### config.mk
export PLATFORM = sky130hd
export DESIGN_NAME = mem_arbiter
export DESIGN_NICKNAME = d
export VERILOG_FILES = /design/src/rtl/mem_arbiter.sv
export SDC_FILE = /design/constraint.sdc
export NUM_CORES = 1
export LEC_CHECK = 0
export CORE_MARGIN = 2
export CORE_UTILIZATION = 44
export CTS_CLUSTER_DIAMETER = 120
export DETAILED_ROUTE_END_ITERATION = 7
export GPL_ROUTABILITY_DRIVEN = 0
export PLACE_DENSITY = 0.83
export SLEW_MARGIN = 30
export SYNTH_ARGS = -nofsm -noshare
export SYNTH_HDL_FRONTEND = slang
export SYNTH_SLANG_ARGS = --single-unit
### constraint.sdc
create_clock -name clk -period 4.8 [get_ports clk]
set_clock_uncertainty 0.15 [all_clocks]
set_input_delay 0.48 -clock clk [delete_from_list [all_inputs] [get_ports clk]]
set_output_delay 0.48 -clock clk [all_outputs]
set_load 0.01 [all_outputs]
### src/rtl/mem_arbiter.sv
// Two-port (instruction fetch / data) arbiter onto a single byte-wide-write memory.
// Round-robin on ties, request checking at grant, multi-cycle byte-serial stores.
module mem_arbiter #(
    parameter int unsigned MEM_BYTES = 512
) (
    input  logic        clk,
    input  logic        rst,
    input  logic        if_req,
    input  logic [31:0] if_addr,
    output logic        if_ack,
    output logic        if_err,
    output logic [31:0] if_rdata,
    input  logic        d_req,
    input  logic        d_we,
    input  logic [1:0]  d_size,
    input  logic [31:0] d_addr,
    input  logic [31:0] d_wdata,
    output logic        d_ack,
    output logic        d_err,
    output logic [31:0] d_rdata,
    output logic        m_read,
    output logic        m_write,
    output logic [31:0] m_addr,
    output logic [31:0] m_wdata,
    input  logic [31:0] m_rdata,
    output logic        busy
);

    localparam int unsigned LP_AW = 32;
    localparam int unsigned LP_DW = 32;

    localparam logic [1:0] LP_SZ_BYTE = 2'b00;
    localparam logic [1:0] LP_SZ_HALF = 2'b01;
    localparam logic [1:0] LP_SZ_WORD = 2'b10;

    // One extra bit so addr+bytes-1 cannot wrap.
    localparam logic [LP_AW:0] LP_MEM_LIMIT = 33'(MEM_BYTES);

    typedef enum logic [1:0] {
        ST_IDLE = 2'd0,
        ST_RD   = 2'd1,
        ST_WR   = 2'd2,
        ST_RESP = 2'd3
    } state_t;

    // Request context held from grant until the ack.
    typedef struct packed {
        logic             gnt_d;
        logic [1:0]       size;
        logic [LP_AW-1:0] addr;
        logic [LP_DW-1:0] wdata;
    } req_t;

    // Index of the last byte of an access of the given size.
    function automatic logic [1:0] f_last_idx(input logic [1:0] size);
        logic [1:0] idx;
        case (size)
            LP_SZ_BYTE: idx = 2'd0;
            LP_SZ_HALF: idx = 2'd1;
            default:    idx = 2'd3;
        endcase
        return idx;
    endfunction

    // Misalignment, illegal size or running past the end of memory.
    function automatic logic f_req_err(input logic [LP_AW-1:0] addr, input logic [1:0] size);
        logic            misal;
        logic            bad_size;
        logic [LP_AW:0]  end_addr;
        misal    = 1'b0;
        bad_size = 1'b0;
        end_addr = {1'b0, addr};
        case (size)
            LP_SZ_BYTE: begin
                misal    = 1'b0;
                end_addr = {1'b0, addr};
            end
            LP_SZ_HALF: begin
                misal    = addr[0];
                end_addr = {1'b0, addr} + 33'd1;
            end
            LP_SZ_WORD: begin
                misal    = |addr[1:0];
                end_addr = {1'b0, addr} + 33'd3;
            end
            default: bad_size = 1'b1;
        endcase
        return bad_size | misal | (end_addr >= LP_MEM_LIMIT);
    endfunction

    // Big-endian byte idx of a store value of the given size.
    function automatic logic [7:0] f_wbyte(input logic [LP_DW-1:0] wdata, input logic [1:0] size,
                                           input logic [1:0] idx);
        logic [1:0] sh;
        sh = f_last_idx(size) - idx;
        return wdata[{sh, 3'b000} +: 8];
    endfunction

    // Load data is the leading bytes of the memory word, zero extended.
    function automatic logic [LP_DW-1:0] f_load(input logic [LP_DW-1:0] rdata, input logic [1:0] size);
        logic [LP_DW-1:0] val;
        case (size)
            LP_SZ_WORD: val = rdata;
            LP_SZ_HALF: val = {16'b0, rdata[31:16]};
            default:    val = {24'b0, rdata[31:24]};
        endcase
        return val;
    endfunction

    state_t           r_state;
    req_t             r_req;
    logic [1:0]       r_cnt;
    logic             r_last_d;

    state_t           w_state_n;
    req_t             w_req_n;
    logic [1:0]       w_cnt_n;
    logic [1:0]       w_cnt_inc;
    logic             w_last_d_n;
    logic             w_any;
    logic             w_pick_d;
    req_t             w_new;
    logic             w_new_we;
    logic             w_new_err;
    logic             w_if_ack_n;
    logic             w_if_err_n;
    logic [LP_DW-1:0] w_if_rdata_n;
    logic             w_d_ack_n;
    logic             w_d_err_n;
    logic [LP_DW-1:0] w_d_rdata_n;
    logic             w_m_read_n;
    logic             w_m_write_n;
    logic [LP_AW-1:0] w_m_addr_n;
    logic [LP_DW-1:0] w_m_wdata_n;
    logic             w_busy_n;
    logic             w_resp;
    logic             w_resp_d;
    logic             w_resp_err;
    logic [LP_DW-1:0] w_resp_data;

    // Grant selection and the candidate request context built from the ports.
    always_comb begin
        w_any       = if_req | d_req;
        w_pick_d    = d_req & (~if_req | ~r_last_d);
        w_new       = '0;
        w_new.gnt_d = w_pick_d;
        w_new.size  = w_pick_d ? d_size  : LP_SZ_WORD;
        w_new.addr  = w_pick_d ? d_addr  : if_addr;
        w_new.wdata = w_pick_d ? d_wdata : '0;
        w_new_we    = w_pick_d & d_we;
        w_new_err   = f_req_err(w_new.addr, w_new.size);
        w_cnt_inc   = r_cnt + 2'd1;
    end

    // Next state plus next value of every registered output.
    always_comb begin
        w_state_n    = r_state;
        w_req_n      = r_req;
        w_cnt_n      = r_cnt;
        w_last_d_n   = r_last_d;
        w_if_ack_n   = 1'b0;
        w_if_err_n   = 1'b0;
        w_if_rdata_n = if_rdata;
        w_d_ack_n    = 1'b0;
        w_d_err_n    = 1'b0;
        w_d_rdata_n  = d_rdata;
        w_m_read_n   = 1'b0;
        w_m_write_n  = 1'b0;
        w_m_addr_n   = '0;
        w_m_wdata_n  = '0;
        w_resp       = 1'b0;
        w_resp_d     = r_req.gnt_d;
        w_resp_err   = 1'b0;
        w_resp_data  = '0;

        case (r_state)
            ST_IDLE: begin
                if (w_any) begin
                    w_req_n    = w_new;
                    w_last_d_n = w_new.gnt_d;
                    w_cnt_n    = 2'd0;
                    w_resp_d   = w_new.gnt_d;
                    if (w_new_err) begin
                        w_state_n  = ST_RESP;
                        w_resp     = 1'b1;
                        w_resp_err = 1'b1;
                    end else if (w_new_we) begin
                        w_state_n   = ST_WR;
                        w_m_write_n = 1'b1;
                        w_m_addr_n  = w_new.addr;
                        w_m_wdata_n = {24'b0, f_wbyte(w_new.wdata, w_new.size, 2'd0)};
                    end else begin
                        w_state_n  = ST_RD;
                        w_m_read_n = 1'b1;
                        w_m_addr_n = w_new.addr;
                    end
                end
            end
            ST_RD: begin
                w_state_n   = ST_RESP;
                w_resp      = 1'b1;
                w_resp_data = f_load(m_rdata, r_req.size);
            end
            ST_WR: begin
                if (r_cnt == f_last_idx(r_req.size)) begin
                    w_state_n = ST_RESP;
                    w_resp    = 1'b1;
                end else begin
                    w_cnt_n     = w_cnt_inc;
                    w_m_write_n = 1'b1;
                    w_m_addr_n  = r_req.addr + 32'(w_cnt_inc);
                    w_m_wdata_n = {24'b0, f_wbyte(r_req.wdata, r_req.size, w_cnt_inc)};
                end
            end
            default: begin
                w_state_n = ST_IDLE;
            end
        endcase

        if (w_resp) begin
            if (w_resp_d) begin
                w_d_ack_n   = 1'b1;
                w_d_err_n   = w_resp_err;
                w_d_rdata_n = w_resp_data;
            end else begin
                w_if_ack_n   = 1'b1;
                w_if_err_n   = w_resp_err;
                w_if_rdata_n = w_resp_data;
            end
        end

        w_busy_n = (w_state_n != ST_IDLE);
    end

    // State, request context and registered outputs.
    always_ff @(posedge clk or negedge rst) begin
        if (!rst) begin
            r_state  <= ST_IDLE;
            r_req    <= '0;
            r_cnt    <= 2'd0;
            r_last_d <= 1'b1;
            if_ack   <= 1'b0;
            if_err   <= 1'b0;
            if_rdata <= '0;
            d_ack    <= 1'b0;
            d_err    <= 1'b0;
            d_rdata  <= '0;
            m_read   <= 1'b0;
            m_write  <= 1'b0;
            m_addr   <= '0;
            m_wdata  <= '0;
            busy     <= 1'b0;
        end else begin
            r_state  <= w_state_n;
            r_req    <= w_req_n;
            r_cnt    <= w_cnt_n;
            r_last_d <= w_last_d_n;
            if_ack   <= w_if_ack_n;
            if_err   <= w_if_err_n;
            if_rdata <= w_if_rdata_n;
            d_ack    <= w_d_ack_n;
            d_err    <= w_d_err_n;
            d_rdata  <= w_d_rdata_n;
            m_read   <= w_m_read_n;
            m_write  <= w_m_write_n;
            m_addr   <= w_m_addr_n;
            m_wdata  <= w_m_wdata_n;
            busy     <= w_busy_n;
        end
    end

endmodule

==> metrics.txt <==
count leader, synth=dfrtp_1; final instance area=0.0133 mm^2; asr flop ratio synth=100%; DR vias/cell=5.99; clk slew on worst S/H paths=0.07 ns; layout cells sized above 1=9.04%; crit path time final=4.48 ns; Avg Cell Area, Syn=10.3 um^2; P_leak=5.68 nW; Worst slew margin=40.9%; internal cell power=4.54 mW; post-synth top area share=46.0%; # fillers=1734; Post-CTS Setup Bufs=0; Place WS=-0.113 ns; final number of hold-violating endpoints=5; Slew Limit Fails=0; run status=finished, violations left; Post-Syn Area=0.00991 mm^2; CP cell instances=clkdlybuf4s50_1, a21bo_2, nor2_1, inv_1, ha_1, xnor2_1, ha_1, o221ai_2, nor4_2, xnor2_1, nor4_1, o2111ai_2, buf_4, a21oi_4, mux2_2; Syn. warnings=0; pin slew with the least headroom to its limit=0.886 ns; Crit path largest cell delay=0.60 ns; port bufs=245; GRT Util Overall=25.0%; Mapped Cells=964; failing checks=hold timing; Post-synth EDFFs=0; CP endpoint kind=flip-flop; H-tree depth=4; grt total ovfl=0; die area=0.0237 mm^2; WL/cell=20.0 um; Final Non-Filler Cells=1497; most instantiated cells after synthesis=dfrtp_1 (182), nand2_1 (113), a22o_1 (74), o21ai_0 (56), nor2_1 (55); initial antenna violation count=0; first-pass GRT wire length=46.7 mm; final setup fails=0; Final WS setup=0.315 ns; Initial DRC Count=717; Max Cap Viol=0; largest cells by area after synthesis=dfrtp_1 (46%), a22o_1 (6.5%), nand2_1 (4.3%); CP arrival=4.64 ns; period utilization=93.4%; Pre-antenna DRT Iters=6; RSZ-0062 raised after global routing=false; number of inserted diodes=0; WL final=29.9 mm; CTS Buf Count=17; Synth area leader=dfrtp_1; required time worst endpoint=4.96 ns; Ports=270; maximum vdd ir drop=0.297 mV; Antenna Violating Nets Remaining=0; routed via count=8966; sequential fraction of the synthesis area=46.2%; DR DRC count=0; Reg power frac=34.1%; CP Class=input pin to flip-flop; crit path max fanout=12; pin count of the biggest net entering global routing=107; Die Width=154 um; hold crit path type=input pin to asynchronous set/reset pin; clock sink total=183; vias in the first global route=8606; f_max=0.223 GHz; core area=0.0220 mm^2; Clock Root Buffer=clkbuf_16; Synth cell types=73; Sw Ratio=39.4%; top_reg_cell synth=dfrtp_1; area added between synthesis and finish=34.0%; Comb power frac=47.1%; dpl hpwl=22.5 mm; Clock Path Buffers=2; final net count=1356; slowest CP cell=clkdlybuf4s50_1; Net Switching=2.95 mW; Std-Cell Rows=54; TritonCTS clock tree=yes; Initial Util=45.1%; pwr/cell area=564 mW/mm^2; Inst Count DP=1465; CP startpoint kind=input pin; WHS=-0.0179 ns; post-synthesis register bit count=183; die height=154 um; worst skew pair latency=0.44 ns; dpl cell area=0.0126 mm^2; clock share of power=18.8%
==> power by group through the flow <==
| stage | Sequential (mW) | Combinational, mW | Clock (mW) |
|---|---|---|---|
| finish | 2.56 | 3.53 | 1.41 |
| global route | 2.61 | 3.81 | 1.50 |
| CTS | 2.55 | 3.50 | 1.43 |
| detailed placement | 2.57 | 3.48 | 0 |
| global placement | 2.54 | 3.39 | 0 |
| floorplan | 2.63 | 1.95 | 0 |
==> through the flow <==
step / total power [mW] / hold slack [ns] / setup TNS [ns] / utilization [%]
2_1_floorplan: 4.58 / 0.0344 / 0 / -
3_3_place_gp: 5.93 / 0.318 / 0 / 57.6
3_5_place_dp: 6.05 / 0.323 / -3.54 / 57.6
4_1_cts: 7.48 / 0.0578 / 0 / 60.4
5_1_grt: 7.93 / 0.0485 / 0 / 60.5
6_report: 7.49 / -0.0179 / 0 / 60.5
==> layout by cell type (no fill, tap or decap), types with 8 or more instances in the layout <==
cell type and count:
a21oi_1 16, a22o_1 74, a22oi_1 10, a31oi_1 13, and3_1 12, buf_4 24, clkbuf_16 17, clkdlybuf4s50_1 244
clkinv_8 8, conb_1 24, dfrtp_1 182, ha_1 16, inv_1 30, mux2_1 8, mux2_2 8, mux2i_1 32
mux4_2 16, nand2_1 113, nand3_1 25, nand4_1 17, nor2_1 54, nor3_1 20, nor4_1 17, o21ai_0 55
o21ai_2 8, o22ai_1 16, o2bb2ai_1 17, xnor2_1 12, xor2_1 26
==> per-layer routing <==
metal	vias up	part of all wire, %	track usage [%]
li1	4026	-	-
met1	4323	40	32.7
met2	535	47	40.3
met3	82	8.6	5.05
met4	0	4.0	10.9
met5	-	0	0
==> cells by family after synthesis <==
| group | share of synthesized area, % |
|---|---|
| xor+xnor | 3.45 |
| buf+inv | 5.44 |
| compound gates | 19.3 |
| mux | 8.69 |
| flops | 46.2 |
| simple gates | 14.6 |
| other cells | 0.0378 |
| fa+ha+maj | 2.22 |
==> final timing paths <==
path                            start     endpoint  slack, ns  depth (start not counted)
setup / recovery                d_req  if_rdata[8]       0.32                         15
hold / removal                    rst  d_rdata[20]      -0.02                          1
setup reg to reg             r_last_d  if_rdata[8]       0.58                         13
hold reg to reg            d_rdata[0]   d_rdata[0]       0.35                          1
max in group asynchronous         rst   m_wdata[7]       3.59                          2
min in group clk           d_rdata[0]   d_rdata[0]       0.35                          1
==> area by class of cell <==
type,instances,area (um^2),share of cell area (%)
Clock buffer,17,425,3.20
Clock inverter,15,198,1.49
Sequential cell,183,4580,34.5
Inverter,30,113,0.848
Timing Repair Buffer,272,2700,20.3
Tap cell,280,350,2.64
Multi-Input combinational cell,700,4920,37.0
==> repair_timing <==
| action | CTS | global route |
|---|---|---|
| hold buffers | 0 | 0 |
| endpoints found under the setup margin | 0 | 21 |
| resized for setup | 0 | 1 |
==> worst max-delay path, delay by kind of cell <==
| kind | cells | cell delay (ns) |
|---|---|---|
| XOR/XNOR | 2 | 0.32 |
| AO/OA/AOI/OAI | 4 | 1.03 |
| AND/OR/NAND/NOR | 3 | 0.99 |
| buffers and inverters | 3 | 0.91 |
| multiplexers | 1 | 0.39 |
| adder cells (fa/ha/maj) | 2 | 0.50 |
==> sequential cells by signal, indices dropped and copies added (netlist names) <==
name	flops
d_rdata	32
d_err	1
r_state	2
m_wdata	8
m_addr	32
if_ack	1
r_req	67
r_last_d	1
if_err	1
if_rdata	32
r_cnt	2
busy	1
d_ack	1
m_read	1
m_write	1
Note: power is estimated with default switching activity, not from simulation.
